<file path="config.mk">
export PLATFORM = sky130hd
export DESIGN_NAME = one_hot_encoder_pipe
export DESIGN_NICKNAME = d
export VERILOG_FILES = /design/src/rtl/one_hot_encoder_pkg.sv /design/src/rtl/one_hot_chunk_encoder.sv /design/src/rtl/one_hot_encoder_pipe.sv
export SDC_FILE = /design/constraint.sdc
export NUM_CORES = 1
export LEC_CHECK = 0
export ABC_AREA = 1
export CAP_MARGIN = 20
export CELL_PAD_IN_SITES_DETAIL_PLACEMENT = 1
export CELL_PAD_IN_SITES_GLOBAL_PLACEMENT = 2
export CORE_AREA = 3 3 78 80
export CTS_BUF_LIST = sky130_fd_sc_hd__clkbuf_4
export DETAILED_ROUTE_END_ITERATION = 12
export DIE_AREA = 0 0 81 83
export PLACE_DENSITY_LB_ADDON = 0.1
export SLEW_MARGIN = 20
export SYNTH_ARGS = -nofsm -noshare
export SYNTH_HDL_FRONTEND = slang
export SYNTH_SLANG_ARGS = --single-unit
</file>
<file path="constraint.sdc">
create_clock -name clock_i -period 2.8 [get_ports clock_i]
set_clock_uncertainty 0.2 [all_clocks]
set_input_delay 0.56 -clock clock_i [delete_from_list [all_inputs] [get_ports clock_i]]
set_output_delay 0.56 -clock clock_i [all_outputs]
set_load 0.02 [all_outputs]
</file>
<file path="src/rtl/one_hot_encoder_pkg.sv">
// Shared widths, the chunk record type and a width helper for the one-hot encoder pipe.
// The chunk record is sized from the default chunk width; instances must keep CHUNK_SIZE at CHUNK_SIZE_DEF.
package one_hot_encoder_pkg;

  function automatic int clog2_f(input int value);
    int r;
    r = 0;
    while ((1 << r) < value) r++;
    return r;
  endfunction

  localparam int INPUT_SIZE_DEF = 8;
  localparam int CHUNK_SIZE_DEF = 4;
  localparam int NUM_CHUNKS     = INPUT_SIZE_DEF / CHUNK_SIZE_DEF;
  localparam int CHUNK_BW       = clog2_f(CHUNK_SIZE_DEF);

  typedef struct packed {
    logic                any;
    logic                multi;
    logic [CHUNK_BW-1:0] idx;
  } chunk_rec_t;

endpackage

</file>
<file path="src/rtl/one_hot_chunk_encoder.sv">
// Combinational partial encoder for one chunk: any-set, more-than-one-set, lowest set index.
module one_hot_chunk_encoder
  import one_hot_encoder_pkg::*;
#(
  parameter int CHUNK_SIZE = CHUNK_SIZE_DEF
) (
  input  logic [CHUNK_SIZE-1:0] bits,
  output chunk_rec_t            rec
);

  // Scan from the top so the lowest set bit is the last to write idx.
  always_comb begin
    rec = '0;
    for (int i = CHUNK_SIZE - 1; i >= 0; i--) begin
      if (bits[i]) begin
        if (rec.any) rec.multi = 1'b1;
        rec.any = 1'b1;
        rec.idx = CHUNK_BW'(i);
      end
    end
  end

endmodule

</file>
<file path="src/rtl/one_hot_encoder_pipe.sv">
// Two-stage one-hot to binary encoder with valid/ready on both sides,
// malformed-input flags and a saturating error counter.
module one_hot_encoder_pipe
  import one_hot_encoder_pkg::*;
#(
  parameter  int INPUT_SIZE = INPUT_SIZE_DEF,
  parameter  int CHUNK_SIZE = CHUNK_SIZE_DEF,
  parameter  int ERR_CNT_BW = 16,
  localparam int OUTPUT_BW  = clog2_f(INPUT_SIZE)
) (
  input  logic                  clock_i,
  input  logic                  resetn_i,
  input  logic                  valid_i,
  input  logic [INPUT_SIZE-1:0] onehot_i,
  output logic                  ready_o,
  output logic                  valid_o,
  input  logic                  ready_i,
  output logic [OUTPUT_BW-1:0]  index_o,
  output logic                  zero_hot_o,
  output logic                  multi_hot_o,
  output logic [ERR_CNT_BW-1:0] err_count_o,
  input  logic                  err_clear_i
);

  localparam int N_CHUNKS = INPUT_SIZE / CHUNK_SIZE;

  chunk_rec_t enc    [N_CHUNKS];
  chunk_rec_t s1_rec [N_CHUNKS];
  logic       s1_valid;
  logic       s1_advance;
  logic       s2_load;
  logic       in_xfer;
  logic       out_xfer;

  logic [OUTPUT_BW-1:0] idx_c;
  logic                 zero_c;
  logic                 multi_c;

  for (genvar c = 0; c < N_CHUNKS; c++) begin : g_chunk
    one_hot_chunk_encoder #(.CHUNK_SIZE(CHUNK_SIZE)) u_enc (
      .bits (onehot_i[c*CHUNK_SIZE +: CHUNK_SIZE]),
      .rec  (enc[c])
    );
  end

  assign out_xfer   = valid_o && ready_i;
  assign s2_load    = !valid_o || out_xfer;
  assign s1_advance = s1_valid && s2_load;
  assign ready_o    = !s1_valid || s1_advance;
  assign in_xfer    = valid_i && ready_o;

  always_ff @(posedge clock_i or negedge resetn_i) begin
    if (!resetn_i) begin
      s1_valid <= 1'b0;
      for (int c = 0; c < N_CHUNKS; c++) s1_rec[c] <= '0;
    end else if (in_xfer) begin
      s1_valid <= 1'b1;
      s1_rec   <= enc;
    end else if (s1_advance) begin
      s1_valid <= 1'b0;
    end
  end

  // Lowest chunk with any bit set supplies the index; any second hit is multi-hot.
  always_comb begin
    idx_c   = '0;
    zero_c  = 1'b1;
    multi_c = 1'b0;
    for (int c = 0; c < N_CHUNKS; c++) begin
      if (s1_rec[c].multi) multi_c = 1'b1;
      if (s1_rec[c].any) begin
        if (!zero_c) begin
          multi_c = 1'b1;
        end else begin
          idx_c  = OUTPUT_BW'(c * CHUNK_SIZE) + OUTPUT_BW'(s1_rec[c].idx);
          zero_c = 1'b0;
        end
      end
    end
  end

  always_ff @(posedge clock_i or negedge resetn_i) begin
    if (!resetn_i) begin
      valid_o     <= 1'b0;
      index_o     <= '0;
      zero_hot_o  <= 1'b0;
      multi_hot_o <= 1'b0;
    end else if (s2_load) begin
      valid_o <= s1_valid;
      if (s1_valid) begin
        index_o     <= idx_c;
        zero_hot_o  <= zero_c;
        multi_hot_o <= multi_c;
      end
    end
  end

  always_ff @(posedge clock_i or negedge resetn_i) begin
    if (!resetn_i) begin
      err_count_o <= '0;
    end else if (err_clear_i) begin
      err_count_o <= '0;
    end else if (out_xfer && (zero_hot_o || multi_hot_o) && (err_count_o != '1)) begin
      err_count_o <= err_count_o + ERR_CNT_BW'(1);
    end
  end

endmodule
</file>
==> impl_metrics.ini, run 1 <==
[run_status]
status = complete, no violations

[global_route]
first_global_vias = 1683
grt_pass1_wl_um = 7914
grt_overflow = 0
antenna_found_initial = 0
grt_max_degree = 32
grt_usage_pct = 15.17

[pwr]
internal_power_uw = 660.4
p_sw_uw = 300.8
peakVddDrop_uv = 267.0
switching_share_pct = 31.30
p_comb_share_pct = 19.3
power.density_nw_per_um2 = 434.5
p_leak_uw = 0.001067
p_seq_share_pct = 52.2
clock_power_share_pct = 28.5

[routing]
route.detailed.drc = 0
vias_per_cell = 4.646
initialDrtViolationCount = 26
wl_per_cell_um = 13.42
num_vias = 1603
routed_wl_um = 4630
first_pass_iters = 4
ant_nets = 0

[synthesis]
syn-cell-area_sq_um = 1710
avgSynthCellArea_sq_um = 7.469
async_flop_share_pct = 100.0
synth_fp_nets = 243
synthCells = 229
yosys-top-cells-area = dfrtp_1, nand2_1, nand3_1, inv_1, nor2_1
synth.top_cell.area_share_pct = 45.35
synth_commonest_cells = nand2_1, dfrtp_1, inv_1
synth_edf_count = 0
synth_top_flop_cell = dfrtp_1
yosysWarnings = 0
yosysMostFrequentCell = nand2_1
synth_cell_types = 25
seq_area_frac_synth_pct = 45.35
synth_area_leader_cell = dfrtp_1
ys_seq_elements = 31

[layout]
multi_input_area_sq_um = 822.0
area_growth_pct = 29.33
register_area_sq_um = 775.7
post_route_cells_drive_above_1_share_pct = 6.227
antenna_cells = 0
final_util_pct = 40.42
fill_cells = 702
num-nets-final = 286
stdcell_count = 345

[timing]
rsz0062_at_grt = false
slew_headroom_pct = 71.62
setup_viol = 0
final_max_slew_viol_count = 0
fin_crit_sh_pct = 94.37
finalSetupTns_ps = 0
period_needed_ps = 2642
fmax_mhz = 378.4
tightest_slew_ps = 425.8
timing_hold_violations_final = 0

[placed_design]
finalWeightedCongestion = 0.7512
dp.cells = 337
numPortBuffers = 35
dp.final_hpwl_um = 3497

[cts]
cts_sinks = 31
cts_max_level = 2
cts_tree = done
cts_buffer_depth = 2
cts-root-buf = clkbuf_4
numCtsBuffers = 5
cts_setup_buffers = 0
cts-resized-gates = 0
clkSlewWorstSetupHoldPaths_ps = 100
hold_buffers = 0
insertion_delay_ps = 340

[floorplan]
rows = 27
dieArea_sq_um = 6723
start_util_pct = 31.25
ios = 36
die_y_um = 83
coreArea_sq_um = 5473
die_x_um = 81

[job]
max_cap_viol_count = 0

[critical_path]
cp.required_ps = 2040
path_class = in2out
cp_max_fo = 3
startpoint_type = input pin
crit_path_end_kind = output pin
worst_ep_arrival_time_ps = 1880

[min_path]
min_path_type = reg2reg
## per-stage QoR
step	hold slack, ps	power, uW	setup WS [ps]	instance area, sq um
global placement	268.5	699.3	143.5	2155
detailed placement	267.9	700.2	139.2	2155
CTS	299.9	981.9	129.6	2212
global route	331.0	1027	67.85	2212
finish	297.1	961.3	157.5	2212
floorplan	64.41	604.7	965.3	1710
## layout make-up
cell class                 count  area share (%)
inverter                      27           4.581
clock inverter                 2          0.5656
clock buffer                   6           2.036
sequential                    31           35.07
tap                           72           4.072
multi-input combinational    170           37.16
timing repair buffer          37           16.52
## placed cells by master (no fill, tap or decap)
| master | synthesis | layout |
|---|---|---|
| clkdlybuf4s50_1 | 0 | 35 |
| inv_1 | 25 | 25 |
| nor2_4 | 3 | 3 |
| nor3_1 | 1 | 1 |
| nand4_1 | 6 | 6 |
| nand3b_1 | 3 | 3 |
| o31ai_1 | 2 | 2 |
| o41ai_1 | 1 | 1 |
| dfrtp_1 | 31 | 31 |
| o21ai_0 | 6 | 6 |
| nor2_2 | 1 | 1 |
| clkinv_1 | 2 | 2 |
| o211ai_1 | 2 | 2 |
| nand2_1 | 88 | 88 |
| clkinv_2 | 0 | 1 |
| o21bai_1 | 1 | 1 |
| a21oi_1 | 2 | 2 |
| xnor2_1 | 1 | 1 |
| nand3_1 | 19 | 19 |
| ha_1 | 1 | 1 |
| nand2_2 | 1 | 1 |
| buf_4 | 0 | 2 |
| o211ai_2 | 1 | 1 |
| nor2_1 | 22 | 22 |
| xor2_1 | 5 | 5 |
| clkbuf_4 | 0 | 6 |
| nor2_8 | 1 | 1 |
| a31oi_1 | 3 | 3 |
| clkinvlp_4 | 0 | 1 |
## power by group through the flow
stage | clock network, uW | logic, uW | registers, uW
3_3_place_gp | 0 | 189 | 510
5_1_grt | 313 | 207 | 506
4_1_cts | 289 | 191 | 502
2_1_floorplan | 0 | 80.2 | 524
3_5_place_dp | 0 | 190 | 510
6_report | 274 | 185 | 501
## kinds of logic after synthesis
family / count (synthesis) / share of synthesized area [%]
adder cells (fa/ha/maj): 1 / 0.7314
AO/OA/AOI/OAI: 18 / 6.876
XOR/XNOR: 6 / 3.072
AND/OR/NAND/NOR: 145 / 37.38
flip-flops: 31 / 45.35
buffers and inverters: 28 / 6.584
## registers in the layout, indices dropped and copies added, names as in the netlist
| name | cells |
|---|---|
| valid_o | 1 |
| index_o | 3 |
| multi_hot_o | 1 |
| s1_valid | 1 |
| s1_rec | 8 |
| err_count_o | 16 |
| zero_hot_o | 1 |
## worst max-delay path: stages
cell	delay [ps]
clkdlybuf4s50_1	510
inv_1	70
nand3_1	120
clkdlybuf4s50_1	620
## worst paths after layout
path                                      from         endpoint  slack [ps]  cells after the start
worst min-delay path                 s1_rec[5]        s1_rec[5]         300                      2
worst max-delay path                   ready_i          ready_o         160                      4
max in group asynchronous             resetn_i  err_count_o[10]        1670                      2
worst max register to register  err_count_o[0]   err_count_o[9]         860                      9
min in group asynchronous             resetn_i   err_count_o[2]         410                      2
worst min register to register       s1_rec[5]        s1_rec[5]         300                      2
## per-layer routing
layer  vias up  track usage [%]  share of wire (%)
met4         0            5.069               0.76
met2        29            26.81                 51
met1       750            17.54                 44
met3         4            3.579                3.7
met5         -                0                  0
li1        820                -                  -
Note: power is estimated with default switching activity, not from simulation.
==> run 2, diff against run 1 <==
--- a/config.mk
+++ b/config.mk
@@ -13,6 +13,7 @@
 export CTS_BUF_LIST = sky130_fd_sc_hd__clkbuf_4
 export DETAILED_ROUTE_END_ITERATION = 12
 export DIE_AREA = 0 0 81 83
+export HOLD_SLACK_MARGIN = 0.12
 export PLACE_DENSITY_LB_ADDON = 0.1
 export SLEW_MARGIN = 20
 export SYNTH_ARGS = -nofsm -noshare
==> results of run 2 <==
No change in the layout: final DEF, timing and power equal those of run 1.
